File: src/rtl/rs232_rx_stream.sv
// RS232 receiver: 2-flop synchroniser, mid-bit sampling FSM, single-word stb/ack holding register.
// Define RS232_RX_PARITY_EN for 8E1 frames with a parity_error pulse; the default build is 8N1.
module rs232_rx_stream #(
    parameter int CLOCK_FREQUENCY = 100000000,
    parameter int BAUD_RATE       = 115200
) (
    input  logic        clk,
    input  logic        rst,
    input  logic        rx,
    output logic [31:0] output_rs232_rx,
    output logic        output_rs232_rx_stb,
    input  logic        output_rs232_rx_ack,
    output logic        framing_error,
    output logic        overrun_error
`ifdef RS232_RX_PARITY_EN
    ,
    output logic        parity_error
`endif
);

    localparam int CLOCKS_PER_BIT = CLOCK_FREQUENCY / BAUD_RATE;
    localparam int HALF_BIT       = CLOCKS_PER_BIT / 2;
    localparam int CW             = $clog2(CLOCKS_PER_BIT);
    localparam logic [CW-1:0] BIT_LAST  = CW'(CLOCKS_PER_BIT - 1);
    localparam logic [CW-1:0] HALF_LAST = CW'(HALF_BIT - 1);

    typedef enum logic [2:0] {
        IDLE,
        START,
        DATA,
`ifdef RS232_RX_PARITY_EN
        PARITY,
`endif
        STOP,
        BREAK
    } state_t;

    state_t          state, state_next;
    logic            rx_meta, rxs;
    logic [CW-1:0]   baud_cnt, baud_next;
    logic [2:0]      bit_cnt, bit_next;
    logic [7:0]      shift_reg, shift_next;
    logic            char_valid;
    logic            frame_fail;
`ifdef RS232_RX_PARITY_EN
    logic            par_bad, par_bad_next;
    logic            par_fail;
`endif

    always_ff @(posedge clk or negedge rst) begin
        if (!rst) begin
            rx_meta <= 1'b1;
            rxs     <= 1'b1;
        end else begin
            rx_meta <= rx;
            rxs     <= rx_meta;
        end
    end

    always_comb begin
        state_next = state;
        baud_next  = baud_cnt;
        bit_next   = bit_cnt;
        shift_next = shift_reg;
        char_valid = 1'b0;
        frame_fail = 1'b0;
`ifdef RS232_RX_PARITY_EN
        par_bad_next = par_bad;
        par_fail     = 1'b0;
`endif
        case (state)
            IDLE: begin
                if (!rxs) begin
                    state_next = START;
                    baud_next  = '0;
                end
            end
            // Half a bit in: a line that has gone high again was only a glitch.
            START: begin
                if (baud_cnt == HALF_LAST) begin
                    baud_next  = '0;
                    bit_next   = '0;
                    state_next = rxs ? IDLE : DATA;
                end else begin
                    baud_next = baud_cnt + 1'b1;
                end
            end
            DATA: begin
                if (baud_cnt == BIT_LAST) begin
                    baud_next  = '0;
                    shift_next = {rxs, shift_reg[7:1]};
                    bit_next   = bit_cnt + 3'd1;
                    if (bit_cnt == 3'd7) begin
`ifdef RS232_RX_PARITY_EN
                        state_next = PARITY;
`else
                        state_next = STOP;
`endif
                    end
                end else begin
                    baud_next = baud_cnt + 1'b1;
                end
            end
`ifdef RS232_RX_PARITY_EN
            PARITY: begin
                if (baud_cnt == BIT_LAST) begin
                    baud_next    = '0;
                    par_bad_next = ^{shift_reg, rxs};
                    state_next   = STOP;
                end else begin
                    baud_next = baud_cnt + 1'b1;
                end
            end
`endif
            // A low stop bit wins over any parity verdict.
            STOP: begin
                if (baud_cnt == BIT_LAST) begin
                    baud_next = '0;
                    if (rxs) begin
                        state_next = IDLE;
`ifdef RS232_RX_PARITY_EN
                        par_fail   = par_bad;
                        char_valid = !par_bad;
`else
                        char_valid = 1'b1;
`endif
                    end else begin
                        frame_fail = 1'b1;
                        state_next = BREAK;
                    end
                end else begin
                    baud_next = baud_cnt + 1'b1;
                end
            end
            BREAK: begin
                if (rxs) state_next = IDLE;
            end
            default: state_next = IDLE;
        endcase
    end

    always_ff @(posedge clk or negedge rst) begin
        if (!rst) begin
            state     <= IDLE;
            baud_cnt  <= '0;
            bit_cnt   <= '0;
            shift_reg <= '0;
`ifdef RS232_RX_PARITY_EN
            par_bad   <= 1'b0;
`endif
        end else begin
            state     <= state_next;
            baud_cnt  <= baud_next;
            bit_cnt   <= bit_next;
            shift_reg <= shift_next;
`ifdef RS232_RX_PARITY_EN
            par_bad   <= par_bad_next;
`endif
        end
    end

    // A completed byte may replace the held word only if that word leaves in the same cycle.
    always_ff @(posedge clk or negedge rst) begin
        if (!rst) begin
            output_rs232_rx     <= '0;
            output_rs232_rx_stb <= 1'b0;
            framing_error       <= 1'b0;
            overrun_error       <= 1'b0;
`ifdef RS232_RX_PARITY_EN
            parity_error        <= 1'b0;
`endif
        end else begin
            framing_error <= frame_fail;
            overrun_error <= 1'b0;
`ifdef RS232_RX_PARITY_EN
            parity_error  <= par_fail;
`endif
            if (char_valid) begin
                if (!output_rs232_rx_stb || output_rs232_rx_ack) begin
                    output_rs232_rx     <= {24'd0, shift_reg};
                    output_rs232_rx_stb <= 1'b1;
                end else begin
                    overrun_error <= 1'b1;
                end
            end else if (output_rs232_rx_ack) begin
                output_rs232_rx_stb <= 1'b0;
            end
        end
    end

endmodule

File: config.mk
export PLATFORM = sky130hd
export DESIGN_NAME = rs232_rx_stream
export DESIGN_NICKNAME = d
export VERILOG_FILES = /design/src/rtl/rs232_rx_stream.sv
export SDC_FILE = /design/constraint.sdc
export NUM_CORES = 1
export LEC_CHECK = 0
export BUFFER_PORTS_ARGS = -buffer_cell sky130_fd_sc_hd__buf_2
export CAP_MARGIN = 10
export CELL_PAD_IN_SITES_DETAIL_PLACEMENT = 0
export CELL_PAD_IN_SITES_GLOBAL_PLACEMENT = 1
export CORE_MARGIN = 2
export CORE_UTILIZATION = 40
export CTS_CLUSTER_SIZE = 10
export DETAILED_ROUTE_END_ITERATION = 8
export PLACE_DENSITY_LB_ADDON = 0.1
export SLEW_MARGIN = 5
export SYNTH_ARGS = -nofsm -noshare
export SYNTH_HDL_FRONTEND = slang
export SYNTH_SLANG_ARGS = --single-unit
export TNS_END_PERCENT = 20
File: constraint.sdc
create_clock -name clk -period 6.3 [get_ports clk]
set_clock_uncertainty 0.2 [all_clocks]
set_input_delay 1.26 -clock clk [delete_from_list [all_inputs] [get_ports clk]]
set_output_delay 1.26 -clock clk [all_outputs]
set_load 0.02 [all_outputs]
==> results of run 1 <==
## per-stage QoR
stage	instances	setup WS (ns)	utilization	hold WS (ns)	total power (W)
global route	246	3.51	0.435	0.168	0.000441
floorplan	199	3.84	-	0.145	0.000268
finish	246	3.58	0.435	0.158	0.000423
detailed placement	238	3.58	0.417	0.147	0.000263
CTS	246	3.57	0.435	0.159	0.000429
global placement	238	3.66	0.417	0.146	0.000263
## power groups by stage
stage | Clock (W) | Combinational (W) | Sequential [W]
3_3_place_gp | 0 | 0.0000183 | 0.000244
4_1_cts | 0.000171 | 0.0000186 | 0.000240
6_report | 0.000165 | 0.0000186 | 0.000240
5_1_grt | 0.000181 | 0.0000204 | 0.000240
2_1_floorplan | 0 | 0.0000250 | 0.000243
3_5_place_dp | 0 | 0.0000185 | 0.000244
## per-layer routing
metal / global-route usage / up-vias
met5: 0 / -
met3: 0.0288 / 8
met2: 0.229 / 33
li1: - / 622
met4: 0.0667 / 0
met1: 0.193 / 637
## critical path, stage by stage, from the launching register on
cell,delay (ns)
dfrtp_1,0.43
ha_1,0.24
or4b_4,0.51
or4b_1,0.74
a21o_1,0.29
a32o_1,0.21
## logic make-up (layout without fill, tap and decap cells)
| logic type | after synthesis | after routing |
|---|---|---|
| flops | 37 | 37 |
| mux | 16 | 16 |
| fa+ha+maj | 4 | 4 |
| simple gates | 48 | 48 |
| buf+inv | 32 | 25 |
| compound gates | 38 | 38 |
| other cells | 1 | 24 |
## worst max path at each step
stage,start,end,slack [ns],cells after the start
detailed placement,baud_cnt[0]$_DFFE_PN0P_,bit_cnt[2]$_DFFE_PN0P_,3.58,5
floorplan,baud_cnt[0]$_DFFE_PN0P_,bit_cnt[1]$_DFFE_PN0P_,3.84,6
finish,baud_cnt[0]$_DFFE_PN0P_,bit_cnt[2]$_DFFE_PN0P_,3.58,5
CTS,baud_cnt[0]$_DFFE_PN0P_,bit_cnt[2]$_DFFE_PN0P_,3.57,5
global route,baud_cnt[1]$_DFFE_PN0P_,baud_cnt[5]$_DFFE_PN0P_,3.51,6
global placement,baud_cnt[1]$_DFFE_PN0P_,baud_cnt[5]$_DFFE_PN0P_,3.66,6
## synthesized netlist by cell type, types with 2 or more instances
master,n
a21o_1,3
a21oi_1,6
a221o_1,2
a32o_1,2
and2_1,5
buf_4,25
clkbuf_1,4
dfrtp_1,35
dfstp_2,2
ha_1,4
inv_1,3
mux2_2,16
nand2_1,10
nand2b_1,2
nand3_1,4
nand4_1,3
nor2_1,8
nor2b_1,2
nor3_1,3
nor3b_1,2
o211ai_1,2
o21ai_0,8
o221ai_1,2
o31a_1,2
o31ai_1,3
## area by class of cell
| type | count | area [um2] |
|---|---|---|
| tap | 54 | 67.6 |
| clock buffer | 6 | 72.6 |
| inverter | 3 | 11.3 |
| timing repair buffer | 14 | 70.1 |
| clock inverter | 2 | 15.0 |
| multi-input combinational | 130 | 877 |
| sequential | 37 | 928 |
| fill | 467 | 2650 |
## cell usage in the layout (no fill, tap or decap), drive strengths merged, types with 4 or more instances in the layout
master   n
ha       4
a21oi    6
mux2    16
and2     5
clkbuf   6
o31ai    4
dfrtp   35
nor3     4
buf     14
nor2     8
o21ai    8
nand4    4
nand3    4
conb    24
nand2   10
==> impl_results.md, run 1 <==
* Outcome: complete, no violations
* Vias in the first global route at 1246
* Clock sink count at 37
* Crit Path Max Fanout at 10
* Placer Congestion at 0.819
* Initial antenna violation count at 0
* Clock insertion delay at the later pin of the skew report at 0.29 ns
* R2r startpoint: baud_cnt[0]$_DFFE_PN0P_
* DR vias/cell at 5.28
* Final period util at 0.431
* WL final at 3540 um
* Reg-to-reg slack, setup at 3.58 ns
* Synth unique cells at 43
* Main combinational cell family by area after synthesis: simple AND/OR/NAND/NOR gates
* Synth top area share at 0.453
* Port Buffers at 14
* Synth area leader: dfrtp_1
* Row Count at 25
* Seq/Total Area, Yosys at 0.480
* Seq cells post-synth at 37
* Fin Setup TNS at 0 ns
* EDFF count, synth at 0
* Largest register FFs at 10
* Share of synthesized registers carrying an async set or reset at 1.00
* Synth Area in Compound Gates at 0.142
* Peak VDD IR at 0.000103 V
* Hold Crit Start: rx_meta$_DFF_PN1_
* Total GRT Usage at 0.146
* Post-CTS Setup Inserts at 0
* Highest metal used: met4
* DR WL/cell at 14.4 um
* DRT Pass-1 Iters at 4
* Nets at 199
* P_int at 0.000317 W
* Worst setup EP type: flip-flop
* R2R Path End: bit_cnt[2]$_DFFE_PN0P_
* Die width at 73.5 um
* Met3 routed WL at 135 um
* Post-route cell area at 0.00204 mm2
* Worst-path clk slew at 0.07 ns
* Max-cap violations at 0
* Io pins at 39
* Cts-stage hold buffer count at 0
* Clock Path Buffers at 2
* First-pass GRT wire length at 5980 um
* Hold Path Class: flip-flop to flip-flop
* Setup-failing EPs final at 0
* Hold Path Sink: rxs$_DFF_PN1_
* Met2 WL at 1640 um
* CTS resizes at 0
* Hold Path Depth at 0
* Largest net degree at the start of global routing at 38
* Total CTS buffers at 5
* Leak at 1.02 nW
* Die H at 73.5 um
* Relative slew slack at 0.440
* Clk pwr share at 0.390
* Final Hold Viols at 0
* Diode count at 0
* TritonCTS clock tree: done
* Sequential share of power at 0.566
* Power Dens Cells at 207 mW/mm2
* Full die area at 0.00541 mm2
* DRC viols at 0
* Switching share of power at 0.250
* Final min period at 2.72 ns
* Warnings, synthesis at 0
* Htree depth at 2
* Mean cell area of the mapped netlist at 11.0 um2
* Post-synth top flop: dfrtp_1
* Layout Area Growth over Synthesis at 5.63%
* Synth area leaders: dfrtp_1, buf_4, mux2_2, dfstp_2, ha_1
* Share of cells above drive strength 1 at 0.234
* Achievable Freq at 368 MHz
* Mux contribution to synthesized area at 0.0932
* Mapped cell area at 0.00193 mm2
* Metal-1 WL at 1690 um
* Initial Utilization at 0.412
* Xor/xnor share of the synthesized area at 0
* Reg2Reg Depth at 5
* Antenna viol nets, final at 0
* Placed cell area at 0.00195 mm2
* RSZ-0062 raised after global routing: no
* Slew Limit Fails at 0
* DRT iter0 DRCs at 82
* Simple-Gate Fraction of Synth Area at 0.146
* Grt total ovfl at 0
* WS Path Type: flip-flop to flip-flop
* Data required time of the worst path at 6.28 ns
* Net switching power at 0.000106 W
* Synth Area in Adders at 0.0259
* Worst-Margin Slew at 0.841 ns
* Synthesized instance count at 176
* Combinational Power Share at 0.044
* Root Buffer Master: clkbuf_8
* Critical path launch point type: flip-flop
* Worst EP arrival at 2.70 ns
* Core ar. at 0.00469 mm2
* DPL Wire Length at 2500 um
* Total number of vias at 1300
Power figures use the tool's default switching activity.
==> run 2: changes to the inputs <==
Settings changed: ABC_AREA from default to 1.
Clock period 6.3 ns to 2.6 ns, I/O delays scaled along.
==> impl_results.md, run 2 <==
* Outcome: complete, no violations
* Fin Setup TNS at 0 ns
* Crit Path Max Fanout at 12
* Nets at 277
* Share of cells above drive strength 1 at 0.207
* Switching share of power at 0.234
* Placed insts at 331
* Warnings, synthesis at 0
* Family with the most delay on the worst path: flip-flops
* WL final at 3670 um
* Diode count at 0
* WS Path Type: flip-flop to flip-flop
* Share of synthesized registers carrying an async set or reset at 1.00
* DRC viols at 0
* RSZ-0062 raised after global routing: no
* Worst-path clk slew at 0.07 ns
* Synth top area share at 0.426
* Synth area leaders: dfrtp_1, nand2_1, buf_4, inv_1, nor2_1
* Synth unique cells at 26
* Die H at 75.7 um
* Net switching power at 0.000235 W
* Final period util at 0.680
* Clock insertion delay at the later pin of the skew report at 0.28 ns
* Leak at 1.15 nW
* Row Count at 26
* Mean cell area of the mapped netlist at 8.30 um2
* Io pins at 39
* Final min period at 1.77 ns
* Setup-failing EPs final at 0
* Place WS at 0.817 ns
* Seq/Total Area, Yosys at 0.451
* Data required time of the worst path at 2.56 ns
* Synth area leader: dfrtp_1
* Port Buffers at 14
* Top cells by count, synth: nand2_1, dfrtp_1, inv_1, buf_4, nor2_1
* Clk pwr share at 0.376
* Grt total ovfl at 0
* Worst setup EP type: flip-flop
* Non-Filler Instances at 340
* Layout Area Growth over Synthesis at 7.48%
* FILL cells at 537
* Register area at 928 um2
* Clock sink count at 37
* Total GRT Usage at 0.149
* Most common cell in the synthesized netlist: nand2_1
* Peak VDD IR at 0.000203 V
* Antenna viol nets, final at 0
* Most common cell after layout, fill and taps aside: nand2_1
* CP Buf/Inv Count at 2
* Critical path launch point type: flip-flop
* TritonCTS clock tree: done
* Worst-path cell chain: ha_1, nand2_2, nor2_4, nand4_1, buf_4, inv_1, o21ai_0
* Power Dens Cells at 454 mW/mm2
* End-of-flow core utilization at 0.439
* P_int at 0.000770 W
* DPL Wire Length at 2820 um
* Full die area at 0.00574 mm2
* First-pass GRT wire length at 6280 um
* Post-synth top flop: dfrtp_1
* Final setup margin at 0.831 ns
* Combinational Power Share at 0.048
* Final Hold Viols at 0
* Total CTS buffers at 5
* Achievable Freq at 565 MHz
* Max-cap violations at 0
* DRT iter0 DRCs at 35
* Seq cells post-synth at 37
* Initial antenna violation count at 0
* Largest net degree at the start of global routing at 26
* DR vias/cell at 4.26
* Hold Path Class: primary input to flip-flop
* Vias in the first global route at 1399
* Die width at 75.7 um
* Slowest-stage cell, CP: dfrtp_1
* EDFF count, synth at 0
* Mapped cell area at 0.00206 mm2
* Largest register FFs at 10
* Htree depth at 2
* Sequential share of power at 0.576
* Clock Path Buffers at 2
* Area of the multi-input gates at 895 um2
* Worst EP arrival at 1.73 ns
* Placer Congestion at 0.769
* Slew Limit Fails at 0
* DR WL/cell at 10.8 um
* Total number of vias at 1447
* Synthesized instance count at 248
* Total power draw at 0.00101 W
* CP peak stage delay at 0.40 ns
* Core ar. at 0.00504 mm2
* Most frequent cells in the layout: nand2_1, dfrtp_1, inv_1, conb_1, nor2_1
* DRT Pass-1 Iters at 4
* Root Buffer Master: clkbuf_8
* Initial Utilization at 0.408
==> run 2: cell count changes after synthesis, sizes merged, moves of 5 or more <==
cell,previous run,this run
nand2,10,70
inv,3,32
nor2,8,25
mux2,16,0
nand3,4,16
o21ai,8,20
a21oi,6,1
and2,5,0
==> run 2: layout make-up <==
class,instances,share of cell area
sequential,37,0.420
multi-input combinational,175,0.404
inverter,33,0.0566
timing repair buffer,17,0.0430
tap,70,0.0396
clock buffer,7,0.0345
clock inverter,1,0.00226
==> run 2: worst reg2reg max path: cells and delay by family, from the launching register on <==
family                   cells  cell delay, ns
flip-flops                   1            0.40
AND/OR/NAND/NOR              3            0.31
buffers and inverters        2            0.37
AO/OA/AOI/OAI                1            0.12
adder cells (fa/ha/maj)      1            0.26
==> run 2: path summary, 6_finish.rpt <==
kind / from / endpoint / slack [ns] / cells past startpoint
max: baud_cnt[0]$_DFFE_PN0P_ / shift_reg[2]$_DFFE_PN0P_ / 0.83 / 7
min: rx / rx_meta$_DFF_PN1_ / 0.14 / 1
max reg2reg: baud_cnt[0]$_DFFE_PN0P_ / shift_reg[2]$_DFFE_PN0P_ / 0.83 / 7
min reg2reg: rx_meta$_DFF_PN1_ / rxs$_DFF_PN1_ / 0.16 / 0
max in group asynchronous: rst / rxs$_DFF_PN1_ / 1.04 / 3
min in group asynchronous: rst / shift_reg[7]$_DFFE_PN0P_ / 0.46 / 2
==> run 2: kinds of logic after synthesis <==
logic type      Yosys count  share of synthesized area
compound gates           21                     0.0657
xor+xnor                  3                     0.0128
fa+ha+maj                 4                     0.0243
buf+inv                  59                      0.156
flops                    37                      0.451
other cells               1                    0.00182
simple gates            123                      0.288
==> run 2: timing repair <==
item,4_1_cts,5_1_grt
setup endpoints to repair,0,0
resized for setup,0,0
hold buffers,1,0
endpoints found under the hold margin,12,0
buffers inserted,0,0
==> run 2: per-layer routing <==
| metal | routed length [um] | part of all wire | vias to the layer above | global-route usage |
|---|---|---|---|---|
| li1 | - | - | 766 | - |
| met1 | 1640 | 0.45 | 653 | 0.172 |
| met2 | 1870 | 0.51 | 26 | 0.259 |
| met3 | 127 | 0.035 | 2 | 0.0397 |
| met4 | 31 | 0.0085 | 0 | 0.0663 |
| met5 | 0 | 0 | - | 0 |
==> run 2: power groups by stage <==
| stage | clock network (W) | logic, W | registers, W |
|---|---|---|---|
| after global placement | 0 | 0.0000472 | 0.000590 |
| after CTS | 0.000398 | 0.0000485 | 0.000579 |
| after detailed placement | 0 | 0.0000473 | 0.000590 |
| final | 0.000378 | 0.0000479 | 0.000579 |
| after floorplan | 0 | 0.0000592 | 0.000590 |
| after global routing | 0.000423 | 0.0000542 | 0.000579 |
==> run 2: metrics by stage <==
| stage | hold WS [ns] | area, um2 |
|---|---|---|
| floorplan | 0.0244 | 2140 |
| global placement | 0.146 | 2120 |
| detailed placement | 0.148 | 2120 |
| CTS | 0.118 | 2210 |
| global route | 0.119 | 2210 |
| finish | 0.136 | 2210 |
==> run 3: changes to the inputs <==
Clock period 2.6 ns to 1.8 ns, I/O delays scaled along.
==> impl_results.md, run 3 (same netlist as run 2, synthesis figures left out) <==
* FILL cells at 524
* WS Path Type: flip-flop to flip-flop
* Power Dens Cells at 629 mW/mm2
* Vias in the first global route at 1461
* Core ar. at 0.00504 mm2
* Clock insertion delay at the later pin of the skew report at 0.29 ns
* Total GRT Usage at 0.151
* End-of-flow core utilization at 0.463
* Clock sink count at 37
* Most common cell after layout, fill and taps aside: nand2_1
* Die H at 75.7 um
* Die width at 75.7 um
* DRC viols at 0
* Row Count at 26
* Root Buffer Master: clkbuf_8
* Port Buffers at 14
* Largest register FFs at 10
* Met2 WL at 2110 um
* Peak VDD IR at 0.000267 V
* WL final at 3990 um
* Placer Congestion at 0.780
* Outcome: complete, no violations
* Antenna viol nets, final at 0
* Crit Path Max Fanout at 8
* Highest metal used: met4
* Data required time of the worst path at 1.78 ns
* Nets at 287
* Met3 routed WL at 134 um
* TritonCTS clock tree: done
* Io pins at 39
* Layout Area Growth over Synthesis at 13.4%
* Slew Limit Fails at 0
* Metal-1 WL at 1710 um
* Max-cap violations at 0
* Most frequent cells in the layout: nand2_1, dfrtp_1, inv_1, conb_1, nor2_1
* Hold Path Class: flip-flop to flip-flop
* DR WL/cell at 11.4 um
* Total CTS buffers at 5
* Initial Utilization at 0.408
* Htree depth at 2
* Post-route cell area at 0.00233 mm2
* Total number of vias at 1534
* First-pass GRT wire length at 6430 um
* Clock Path Buffers at 2
* Critical path launch point type: flip-flop
* DR vias/cell at 4.38
* DRT iter0 DRCs at 68
* Final Hold Viols at 0
* Leak at 1.20 nW
* Diode count at 0
* Worst-path clk slew at 0.08 ns
* DPL Wire Length at 2920 um
* Worst EP arrival at 1.66 ns
* Initial antenna violation count at 0
* Full die area at 0.00574 mm2
* DRT Pass-1 Iters at 4
* Grt total ovfl at 0
* Setup-failing EPs final at 0
* Placed cell area at 0.00219 mm2
* Share of cells above drive strength 1 at 0.246
* RSZ-0062 raised after global routing: yes
* Achievable Freq at 593 MHz
* Final min period at 1.69 ns
* Final period util at 0.937
* Worst setup EP type: flip-flop
* Largest net degree at the start of global routing at 24
-- run 3: cell types whose count changed in the layout (fill, tap and decap cells not counted), sizes merged --
cell         before  now
clkbuf            7    6
clkinv            2    3
buf              16   24
nand3            16   17
dlygate4sd3       1    2
-- run 3: final timing paths --
path                                              endpoint  depth (start not counted)            startpoint  slack (ns)
max                         output_rs232_rx[6]$_DFFE_PN0P_                          8  state[2]$_DFFE_PN0P_        0.11
min                                          rxs$_DFF_PN1_                          0     rx_meta$_DFF_PN1_        0.16
max reg2reg                 output_rs232_rx[6]$_DFFE_PN0P_                          8  state[2]$_DFFE_PN0P_        0.11
min reg2reg                                  rxs$_DFF_PN1_                          0     rx_meta$_DFF_PN1_        0.16
max in group asynchronous                    rxs$_DFF_PN1_                          3                   rst        0.53
min in group asynchronous  output_rs232_rx_stb$_DFFE_PN0P_                          2                   rst        0.33
-- run 3: cell type report --
class | count | area (um2) | share of cell area
sequential | 37 | 928 | 0.398
timing repair buffer | 26 | 178 | 0.0761
multi-input combinational | 176 | 932 | 0.399
clock inverter | 2 | 10.0 | 0.00429
tap | 70 | 87.6 | 0.0375
inverter | 33 | 125 | 0.0536
clock buffer | 6 | 72.6 | 0.0311
-- run 3: what timing repair did --
action / in CTS / in global routing
hold endpoints to repair: 14 / 0
endpoints found under the setup margin: 0 / 18
resized for setup: 0 / 6
hold buffers: 2 / 0
setup buffers: 0 / 0
-- run 3: routing by layer --
metal	GRT usage	vias up
met3	0.0437	4
li1	-	790
met1	0.174	709
met4	0.0448	0
met2	0.271	31
met5	0	-
-- run 3: report_power, final --
group / switching, W / internal [W] / leakage [nW] / total, W
sequential: 0.00000169 / 0.000835 / 0.495 / 0.000837
combinational: 0.0000642 / 0.0000101 / 0.658 / 0.0000742
clock: 0.000288 / 0.000268 / 0.0450 / 0.000556
-- run 3: per-stage QoR --
stage / hold slack (ns) / power [W] / setup TNS (ns) / setup slack (ns) / cells
6_report: 0.160 / 0.00147 / 0 / 0.113 / 350
5_1_grt: 0.163 / 0.00154 / -0.0735 / -0.0260 / 350
4_1_cts: 0.162 / 0.00149 / 0 / 0.0774 / 349
3_5_place_dp: 0.103 / 0.000924 / 0 / 0.0864 / 339
3_3_place_gp: 0.107 / 0.000924 / 0 / 0.133 / 339
2_1_floorplan: -0.136 / 0.000938 / 0 / 0.182 / 271
-- run 3: critical path, cell delays in order, from the launching register on --
cell	delay [ns]
dfrtp_1	0.42
inv_2	0.11
nand2_2	0.07
inv_2	0.08
nand2_1	0.08
nor2_2	0.28
nand3_4	0.18
nand2_1	0.11
o21ai_2	0.05
